$ cat config.mk
export PLATFORM = sky130hd
export DESIGN_NAME = load_store_unit
export DESIGN_NICKNAME = d
export VERILOG_FILES = /design/src/rtl/lsu_pkg.sv /design/src/rtl/mem_lane_format.sv /design/src/rtl/load_store_unit.sv
export SDC_FILE = /design/constraint.sdc
export NUM_CORES = 1
export LEC_CHECK = 0
export BUFFER_PORTS_ARGS = -buffer_cell sky130_fd_sc_hd__buf_2
export CORE_UTILIZATION = 45
export DETAILED_ROUTE_END_ITERATION = 16
export PLACE_DENSITY = 0.79
export SLEW_MARGIN = 0
export SYNTH_ARGS = -nofsm -noshare
export SYNTH_HDL_FRONTEND = slang
export SYNTH_SLANG_ARGS = --single-unit
$ cat constraint.sdc
create_clock -name clk -period 2.3 [get_ports clk]
set_clock_uncertainty 0.2 [all_clocks]
set_input_delay 0.345 -clock clk [delete_from_list [all_inputs] [get_ports clk]]
set_output_delay 0.345 -clock clk [all_outputs]
set_load 0.01 [all_outputs]
$ cat src/rtl/lsu_pkg.sv
// Shared definitions for the load/store unit: access-size encodings and FSM states.
package lsu_pkg;

    // Access size encodings carried on req_size / ram_size
    localparam logic [1:0] SZ_BYTE = 2'b00;
    localparam logic [1:0] SZ_HALF = 2'b01;
    localparam logic [1:0] SZ_WORD = 2'b10;
    localparam logic [1:0] SZ_RSVD = 2'b11;

    // Control FSM states
    typedef enum logic [1:0] {
        ST_IDLE   = 2'd0,
        ST_ACCESS = 2'd1,
        ST_RESP   = 2'd2
    } lsu_state_e;

endpackage

$ cat src/rtl/mem_lane_format.sv
// Combinational data formatting between the core and the SRAM:
// store data is replicated onto every byte lane the access could target,
// and right-justified load data is zero- or sign-extended to 32 bits.
module mem_lane_format
    import lsu_pkg::*;
(
    input  logic [1:0]  i_size,
    input  logic        i_signed,
    input  logic [31:0] i_wdata,
    input  logic [31:0] i_rdata,
    output logic [31:0] o_wdata,
    output logic [31:0] o_rdata
);

    // Lane placement of store data and extension of load data per access size
    always_comb begin
        o_wdata = i_wdata;
        o_rdata = i_rdata;
        case (i_size)
            SZ_BYTE: begin
                o_wdata = {4{i_wdata[7:0]}};
                o_rdata = {{24{i_signed & i_rdata[7]}}, i_rdata[7:0]};
            end
            SZ_HALF: begin
                o_wdata = {2{i_wdata[15:0]}};
                o_rdata = {{16{i_signed & i_rdata[15]}}, i_rdata[15:0]};
            end
            SZ_WORD: begin
                o_wdata = i_wdata;
                o_rdata = i_rdata;
            end
            default: begin
                // Reserved size never reaches the RAM (it faults at acceptance)
                o_wdata = i_wdata;
                o_rdata = i_rdata;
            end
        endcase
    end

endmodule

$ cat src/rtl/load_store_unit.sv
// Load/store unit bridging a valid/ready request channel to a 1 KiB SRAM
// window. One access in flight: IDLE accepts, ACCESS drives the RAM for a
// single cycle, RESP holds the result until the requester takes it.
// Misaligned, reserved-size and out-of-window requests skip the RAM and
// answer with a fault directly.
module load_store_unit
    import lsu_pkg::*;
#(
    parameter logic [31:0] BASE_ADDR = 32'h2000_0000
) (
    input  logic        clk,
    input  logic        rst,
    input  logic        req_valid,
    output logic        req_ready,
    input  logic        req_write,
    input  logic [1:0]  req_size,
    input  logic        req_signed,
    input  logic [31:0] req_addr,
    input  logic [31:0] req_wdata,
    output logic        resp_valid,
    input  logic        resp_ready,
    output logic [31:0] resp_rdata,
    output logic        resp_fault,
    output logic        ram_we,
    output logic [1:0]  ram_size,
    output logic [9:0]  ram_addr,
    output logic [31:0] ram_wdata,
    input  logic [31:0] ram_rdata
);

    lsu_state_e  r_state;
    lsu_state_e  w_next_state;
    logic        r_write;
    logic [1:0]  r_size;
    logic        r_signed;
    logic [9:0]  r_addr;
    logic [31:0] r_wdata;
    logic [31:0] r_rdata;
    logic        r_fault;

    logic        w_accept;
    logic        w_align_fault;
    logic        w_window_miss;
    logic        w_fault;
    logic [31:0] w_lane_wdata;
    logic [31:0] w_load_data;

    assign req_ready  = (r_state == ST_IDLE);
    assign resp_valid = (r_state == ST_RESP);
    assign resp_rdata = r_rdata;
    assign resp_fault = r_fault;
    assign w_accept   = req_valid & req_ready;

    // Only the upper address bits select the window; the low 10 bits index the SRAM
    assign w_window_miss = (req_addr[31:10] != BASE_ADDR[31:10]);
    assign w_fault       = w_align_fault | w_window_miss;

    // Alignment / size legality of the incoming request
    always_comb begin
        w_align_fault = 1'b0;
        case (req_size)
            SZ_BYTE: w_align_fault = 1'b0;
            SZ_HALF: w_align_fault = req_addr[0];
            SZ_WORD: w_align_fault = (req_addr[1:0] != 2'b00);
            default: w_align_fault = 1'b1;
        endcase
    end

    // Next-state logic
    always_comb begin
        w_next_state = r_state;
        case (r_state)
            ST_IDLE: begin
                if (w_accept) begin
                    w_next_state = w_fault ? ST_RESP : ST_ACCESS;
                end else begin
                    w_next_state = ST_IDLE;
                end
            end
            ST_ACCESS: w_next_state = ST_RESP;
            ST_RESP: begin
                if (resp_ready) begin
                    w_next_state = ST_IDLE;
                end else begin
                    w_next_state = ST_RESP;
                end
            end
            default: w_next_state = ST_IDLE;
        endcase
    end

    // State register
    always_ff @(posedge clk) begin
        if (rst) begin
            r_state <= ST_IDLE;
        end else begin
            r_state <= w_next_state;
        end
    end

    // Request latch at acceptance and load-result capture at the end of ACCESS
    always_ff @(posedge clk) begin
        if (rst) begin
            r_write  <= 1'b0;
            r_size   <= 2'b00;
            r_signed <= 1'b0;
            r_addr   <= 10'h000;
            r_wdata  <= 32'h0000_0000;
            r_rdata  <= 32'h0000_0000;
            r_fault  <= 1'b0;
        end else if (w_accept) begin
            r_write  <= req_write;
            r_size   <= req_size;
            r_signed <= req_signed;
            r_addr   <= req_addr[9:0];
            r_wdata  <= req_wdata;
            r_rdata  <= 32'h0000_0000;
            r_fault  <= w_fault;
        end else if (r_state == ST_ACCESS) begin
            r_rdata  <= r_write ? 32'h0000_0000 : w_load_data;
        end else begin
            r_rdata  <= r_rdata;
        end
    end

    // RAM port: active only during ACCESS; a write is suppressed while rst is high
    always_comb begin
        ram_we    = 1'b0;
        ram_size  = 2'b00;
        ram_addr  = 10'h000;
        ram_wdata = 32'h0000_0000;
        if (r_state == ST_ACCESS) begin
            ram_we    = r_write & ~rst;
            ram_size  = r_size;
            ram_addr  = r_addr;
            ram_wdata = w_lane_wdata;
        end else begin
            ram_we    = 1'b0;
            ram_size  = 2'b00;
            ram_addr  = 10'h000;
            ram_wdata = 32'h0000_0000;
        end
    end

    mem_lane_format u_lane_format (
        .i_size   (r_size),
        .i_signed (r_signed),
        .i_wdata  (r_wdata),
        .i_rdata  (ram_rdata),
        .o_wdata  (w_lane_wdata),
        .o_rdata  (w_load_data)
    );

endmodule

==> key figures, run 1 <==
Cells and area
  • Total area of sequential cells: about 1600 sq um
  • Leading cell type in the layout, fill and taps excluded: buf_2
  • Area occupied by multi-input gates: roughly 1700 sq um
  • Number of antenna cells inserted: 0
  • Design area: 4660 sq um
  • Share of final-layout standard cells stronger than drive strength 1: 39.9%
  • Final non-filler cell total: 650
  • Syn-to-layout area delta: 36.8%
  • Commonest cells after routing, fill and taps aside: buf_2 (183), dfxtp_1 (80), a22o_1 (61)
  • Number of filler cells placed in the layout: between 600 and 700
  • Final cell utilization of the core: 63.9%
  • Total number of nets in the final design: 650

Critical path
  • CP max-delay cell: dfxtp_1
  • Highest net fanout along the worst path: 14
  • Endpoint of the worst register-to-register path: resp_rdata[29]
  • Worst Reg-to-Reg Cells: 4
  • Crit-path max cell delay: approximately 0.37 ns
  • Path type of the worst setup path: flip-flop to primary output
  • Chain of cells forming the critical path: nand2b_2, buf_4, nor2_1, buf_2
  • Worst endpoint data arrival time: ~1.6 ns
  • Termination of the worst setup path: ram_wdata[25]
  • Worst setup slack for register-to-register paths: 0.26 ns
  • Startpoint type of the worst setup path: flip-flop
  • Nature of the critical path endpoint: primary output
  • Worst setup startpoint: r_state[1]
  • Required @ worst endpoint: 1.75 ns
  • Critical R2R Launch: r_state[0]

Run
  • Count of maximum capacitance violations: 0

Synth
  • Count of flip-flops with a built-in enable after synthesis: 0
  • Post-synthesis share of cell area spent on and, or, nand and nor gates: 19.1%
  • Number of warnings reported in the yosys synthesis log: 0
  • Total standard cell area after synthesis: 3410 sq um
  • Share of Yosys cell area claimed by the top area cell type: 47.6%
  • Number of register bits inferred by synthesis: 81
  • Proportion of synthesized area in mux cells: a little over 5%
  • Combinational family with the most area after synthesis: compound AO/OA/AOI/OAI gates
  • Sequential-to-total area share from yosys stat: 47.6%
  • Fraction of registers with async set/reset: 0%
  • Most used flip-flop cell after synthesis: dfxtp_1
  • Post-synthesis xor/xnor area fraction: 0%
  • Share of the synthesized area in compound gates (AO/OA/AOI/OAI): 23.8%
  • Post-synthesis cell count: 369
  • Avg Inst Size Synth: 9.23 sq um
  • Share of synthesized cell area in full adder, half adder and majority cells: 0%
  • Dominant cell type by area after synthesis: dfxtp_1
  • Synthesized netlist net count: around 470
  • Netlist cell types: 34
  • Cell types with the largest area share after synthesis: dfxtp_1 (48%), a22o_1 (16%), a21oi_1 (5.1%)

STA
  • Final hold viol count: 0
  • Setup-failing EPs final: 0
  • Final TNS setup: 0 ns
  • Unrepaired setup endpoints after global routing: no
  • Highest clock frequency the design can meet: 0.459 GHz
  • Post-route fraction of the period consumed by the critical path: 94.7%
  • Post-layout minimum cycle time: 2.18 ns
  • Final-layout worst hold slack: 0.0195 ns
  • Tightest slew margin relative to the limit: 36.9%
  • Transition time at the pin with the least slew margin: 0.943 ns
  • Final Worst Setup Slack: 0.122 ns
  • Slew Viols, Final: 0

Die
  • Cell Rows: 31
  • Die height: roughly 89 um
  • Initial core utilization: between 40% and 50%
  • Die area: approximately 8000 sq um
  • Die boundary width: 89.0 um
  • Standard cell core area: 7290 sq um
  • I/O pin count: around 180

Placement
  • Worst Setup Slack post-DPL: 0.319 ns
  • # placed instances: 633
  • Routability congestion estimate: 0.802
  • Estimated wirelength of the detail-placed design: 6730 um
  • Cell area reported after detailed placement: 4450 sq um
  • Count of input and output buffers: 183

Drt
  • Iteration-0 DRC Markers: 106
  • Remaining routing DRC violations: 0
  • Via count: approximately 3.4k
  • Total routed wirelength: around 9300 um
  • Number of vias per cell: 5.19
  • Drt pass-1 iters: 5
  • Antenna-violating nets left: 0
  • Wire per inst: roughly 14 um

Global route
  • Pin count of the biggest net entering global routing: 44
  • Global routing usage summed across all routing layers: between 20% and 30%
  • Via count of the first global-routing pass: 2949
  • First-pass GRT wire length: around 14000 um
  • Total overflow reported by the global router: 0
  • Number of antenna violations at the first check in global routing: 0

Pwr
  • PD cells: 614 nW/um^2
  • Power, Total: around 2.9 mW
  • IR drop worst, VDD: ~0.37 mV
  • Leakage power: 2.15 nW

CTS
  • TritonCTS Buffers: 9
  • CTS tree: built
  • Clock slew at the register clock pins of the worst setup and hold paths: 0.08 ns
  • Number of buffers between clock root and the deepest sink: 2
  • Clock latency at the later pin of the worst-skew pair: 0.33 ns
  • H-tree lvl count: 3
  • Clock root cell: clkbuf_8
  • Clock net sink count: between 80 and 90
  • Postcts setup bufs: 0

Run status
  • Run status: finished, final reports clean

Min path
  • Tightest Hold Check Type: input pin to flip-flop
[Yosys cell counts (all sizes together) (5+ instances only)]
cell,n
dfxtp,81
a22o,61
nand2,37
a21oi,35
nor2,32
and2,21
buf,18
mux2i,16
nand2b,16
clkbuf,13
o21ai,9
nand3b,8
nor4,5
[flip-flops by register name (all words and copies together) (netlist names)]
register / count
resp_rdata: 32
resp_fault: 1
r_state: 2
r_wdata: 32
r_size: 2
r_write: 1
r_signed: 1
r_addr: 10
[critical path, delay by kind of cell, from the launching register on]
family | cells | cell delay [ns]
and+or+nand+nor | 2 | 0.51
buffers and inverters | 2 | 0.42
DFF | 1 | 0.37
[power breakdown]
group	leakage, nW	internal [mW]	switching, mW
Clock	0.0888	0.533	0.505
Sequential	0.661	1.46	0.0461
Combinational	1.40	0.163	0.158
[how the worst min path moves through the flow]
stage	slack, ns	end	cells after the start	from
5_1_grt	0.007	r_wdata[7]	2	req_wdata[7]
3_5_place_dp	0.24	resp_rdata[3]	2	resp_rdata[3]
3_3_place_gp	0.24	resp_rdata[13]	2	resp_rdata[13]
2_1_floorplan	0.21	r_state[1]	1	rst
4_1_cts	0.005	r_addr[2]	2	req_addr[2]
6_report	0.02	r_addr[2]	2	req_addr[2]
[logic make-up (layout without fill, tap and decap cells)]
logic type | after synthesis | after routing
simple gates | 127 | 127
compound gates | 112 | 112
flops | 81 | 81
buf+inv | 32 | 214
mux | 17 | 17
[what timing repair did]
item	in CTS	in global routing
gates resized for setup	0	1
endpoints found under the setup margin	0	1
hold buffers	1	0
hold endpoints to repair	1	0
[area by class of cell]
class | instances | share of cell area, %
multi-input cells | 256 | 35.7
flip-flops and latches | 81 | 34.8
repair buffers | 197 | 22.5
clock buffers | 12 | 3.11
well taps | 99 | 2.66
clock inverters | 4 | 1.13
inverters | 1 | 0.0806
[layer usage]
metal	share of wire, %	global-route usage [%]	routed length [um]	up-vias
met2	46	37.3	4230	138
li1	-	-	-	1668
met1	47	30.0	4320	1565
met3	7.0	4.25	652	5
met4	0.52	5.92	48	0
met5	0	0	0	-
(Power assumes the default switching activity.)
==> run 2, diff against run 1 <==
--- a/config.mk
+++ b/config.mk
@@ -6,9 +6,9 @@
 export NUM_CORES = 1
 export LEC_CHECK = 0
 export BUFFER_PORTS_ARGS = -buffer_cell sky130_fd_sc_hd__buf_2
-export CORE_UTILIZATION = 45
+export CORE_UTILIZATION = 40
 export DETAILED_ROUTE_END_ITERATION = 16
-export PLACE_DENSITY = 0.79
+export PLACE_DENSITY = 0.75
 export SLEW_MARGIN = 0
 export SYNTH_ARGS = -nofsm -noshare
 export SYNTH_HDL_FRONTEND = slang
==> constraint.sdc (replaced) <==
create_clock -name clk -period 2 [get_ports clk]
set_clock_uncertainty 0.2 [all_clocks]
set_input_delay 0.3 -clock clk [delete_from_list [all_inputs] [get_ports clk]]
set_output_delay 0.3 -clock clk [all_outputs]
set_load 0.01 [all_outputs]
==> key figures, run 2 (same netlist as run 1, synthesis figures left out) <==
STA
  • Final TNS setup: 0 ns (unchanged)
  • Tightest slew margin relative to the limit: 59.1% (+22 points)
  • Final hold viol count: 0 (unchanged)
  • Post-route fraction of the period consumed by the critical path: 99.1%
  • Setup-failing EPs final: 0 (unchanged)
  • Post-layout minimum cycle time: 1.98 ns
  • Transition time at the pin with the least slew margin: 0.613 ns (-0.330 ns)
  • Final Worst Setup Slack: 0.0184 ns (-0.104 ns)
  • Highest clock frequency the design can meet: 0.505 GHz
  • Unrepaired setup endpoints after global routing: yes
  • Slew Viols, Final: 0 (unchanged)

Die
  • I/O pin count: 184 (unchanged)
  • Initial core utilization: 41.4% (-5.3 points)
  • Die boundary width: 94.3 um (+5.9%)
  • Die height: 94.3 um (+5.9%)
  • Standard cell core area: 8220 sq um (+13%)
  • Die area: 8890 sq um (+12%)
  • Cell Rows: 33 (+6.5%)

Placement
  • Worst Setup Slack post-DPL: -0.0213 ns (-0.341 ns)
  • Count of input and output buffers: 183 (unchanged)
  • Estimated wirelength of the detail-placed design: 7080 um (+5.3%)
  • Routability congestion estimate: 0.838 (+4.6%)

Critical path
  • Critical R2R Launch: r_size[0]
  • Required @ worst endpoint: 1.50 ns (-0.25 ns)
  • Nature of the critical path endpoint: primary output
  • Path type of the worst setup path: flip-flop to primary output
  • Worst setup startpoint: r_size[1]
  • Startpoint type of the worst setup path: flip-flop
  • Highest net fanout along the worst path: 8 (-6)
  • Worst endpoint data arrival time: 1.48 ns (-0.15 ns)

Min path
  • Source of the worst hold timing path: req_size[0]
  • Tightest Hold Check Type: input pin to flip-flop

CTS
  • Clock latency at the later pin of the worst-skew pair: 0.34 ns (about the same)
  • TritonCTS Buffers: 9 (unchanged)
  • Clock net sink count: 81 (unchanged)
  • CTS tree: built
  • Number of buffers between clock root and the deepest sink: 2 (unchanged)
  • H-tree lvl count: 3 (unchanged)
  • Clock slew at the register clock pins of the worst setup and hold paths: 0.08 ns (about the same)
  • Clock root cell: clkbuf_8

Cells and area
  • Total area of sequential cells: 1630 sq um (+0.69%)
  • Syn-to-layout area delta: 55.0%
  • Commonest cells after routing, fill and taps aside: buf_2 (183), dfxtp_1 (77), a22o_1 (61)
  • Number of filler cells placed in the layout: 683 (+6.2%)
  • Share of final-layout standard cells stronger than drive strength 1: 39.7% (-0.26 points)
  • Area occupied by multi-input gates: 1680 sq um (+1.3%)
  • Number of antenna cells inserted: 0 (unchanged)
  • Leading cell type in the layout, fill and taps excluded: buf_2
  • Total number of nets in the final design: 704 (+8.3%)

Global route
  • Most Crowded Layer GR: met2
  • Global-route met1 utilization: 29.5% (-0.57 points)
  • Global routing usage summed across all routing layers: 24.3% (+1.9 points)
  • Number of antenna violations at the first check in global routing: 0 (unchanged)
  • Via count of the first global-routing pass: 3618 (+23%)
  • Routing usage on met3: 6.07% (+1.8 points)
  • GR Util met2: 40.5% (+3.2 points)
  • Total overflow reported by the global router: 0 (unchanged)
  • Pin count of the biggest net entering global routing: 43 (-2.3%)
  • First-pass GRT wire length: 17000 um (+23%)

Pwr
  • Leakage power: 2.42 nW (+12%)
  • IR drop worst, VDD: 0.451 mV (+21%)
  • PD cells: 652 nW/um^2 (+6.2%)

Drt
  • Wire per inst: 15.1 um (+5.8%)
  • Number of vias per cell: 5.18 (-0.34%)
  • Drt pass-1 iters: 4 (-1)
  • Via count: 3675 (+8.9%)
  • Total routed wirelength: 10700 um (+16%)
  • Antenna-violating nets left: 0 (unchanged)
  • Remaining routing DRC violations: 0 (unchanged)
  • Iteration-0 DRC Markers: 102 (-3.8%)

Run
  • Count of maximum capacitance violations: 0 (unchanged)

Run status
  • Run status: finished, final reports clean
## run 2: changes by cell type in the layout (fill, tap and decap cells not counted), sizes merged
cell,change
clkinvlp,-2
buf,+10
clkinv,+3
dlygate4sd3,+44
clkbuf,-1
## run 2: worst paths after layout
kind / end / slack (ns) / cells past startpoint
setup / recovery: ram_wdata[11] / 0.02 / 4
hold / removal: r_size[0] / 0.02 / 2
setup reg to reg: resp_rdata[26] / 0.12 / 7
hold reg to reg: resp_rdata[15] / 0.25 / 2
## run 2: repair_timing
action,4_1_cts,5_1_grt
buffers inserted,4,2
pin swaps,0,4
endpoints found under the hold margin,45,0
hold buffers,45,0
endpoints found under the setup margin,60,45
resized for setup,10,12
## run 2: per-stage QoR
step	instances	hold slack [ns]	instance area [sq um]	util (%)	total power, mW
floorplan	369	0.169	3410	-	1.95
global placement	643	0.237	4480	54.6	2.13
detailed placement	643	0.240	4480	54.6	2.14
CTS	708	0.00880	5210	63.4	3.45
global route	710	0.00676	5280	64.2	3.58
finish	710	0.0214	5280	64.2	3.44
## run 2: area by class of cell
class / instances / share of cell area, %
Clock buffer: 11 / 2.87
Clock inverter: 5 / 1.21
Inverter: 1 / 0.0711
Multi-Input combinational cell: 256 / 31.9
Sequential cell: 81 / 31.0
Tap cell: 105 / 2.49
Timing Repair Buffer: 251 / 30.5
## run 2: where the power goes
group          switching (mW)  leakage, nW  internal, mW
Combinational           0.202         1.65         0.263
Clock                   0.595        0.106         0.652
Sequential             0.0588        0.663          1.67
Total                   0.855         2.42          2.59
## run 2: routing by layer
layer	part of all wire, %	vias up
met5	0	-
met4	1.7	0
met3	6.6	20
met2	48	155
met1	43	1727
li1	-	1773
## run 2: worst max-delay path: stages (launching register included)
cell and delay (ns):
dfxtp_4 0.39, or2_2 0.40, nand2_1 0.13, a21oi_2 0.08
buf_2 0.15
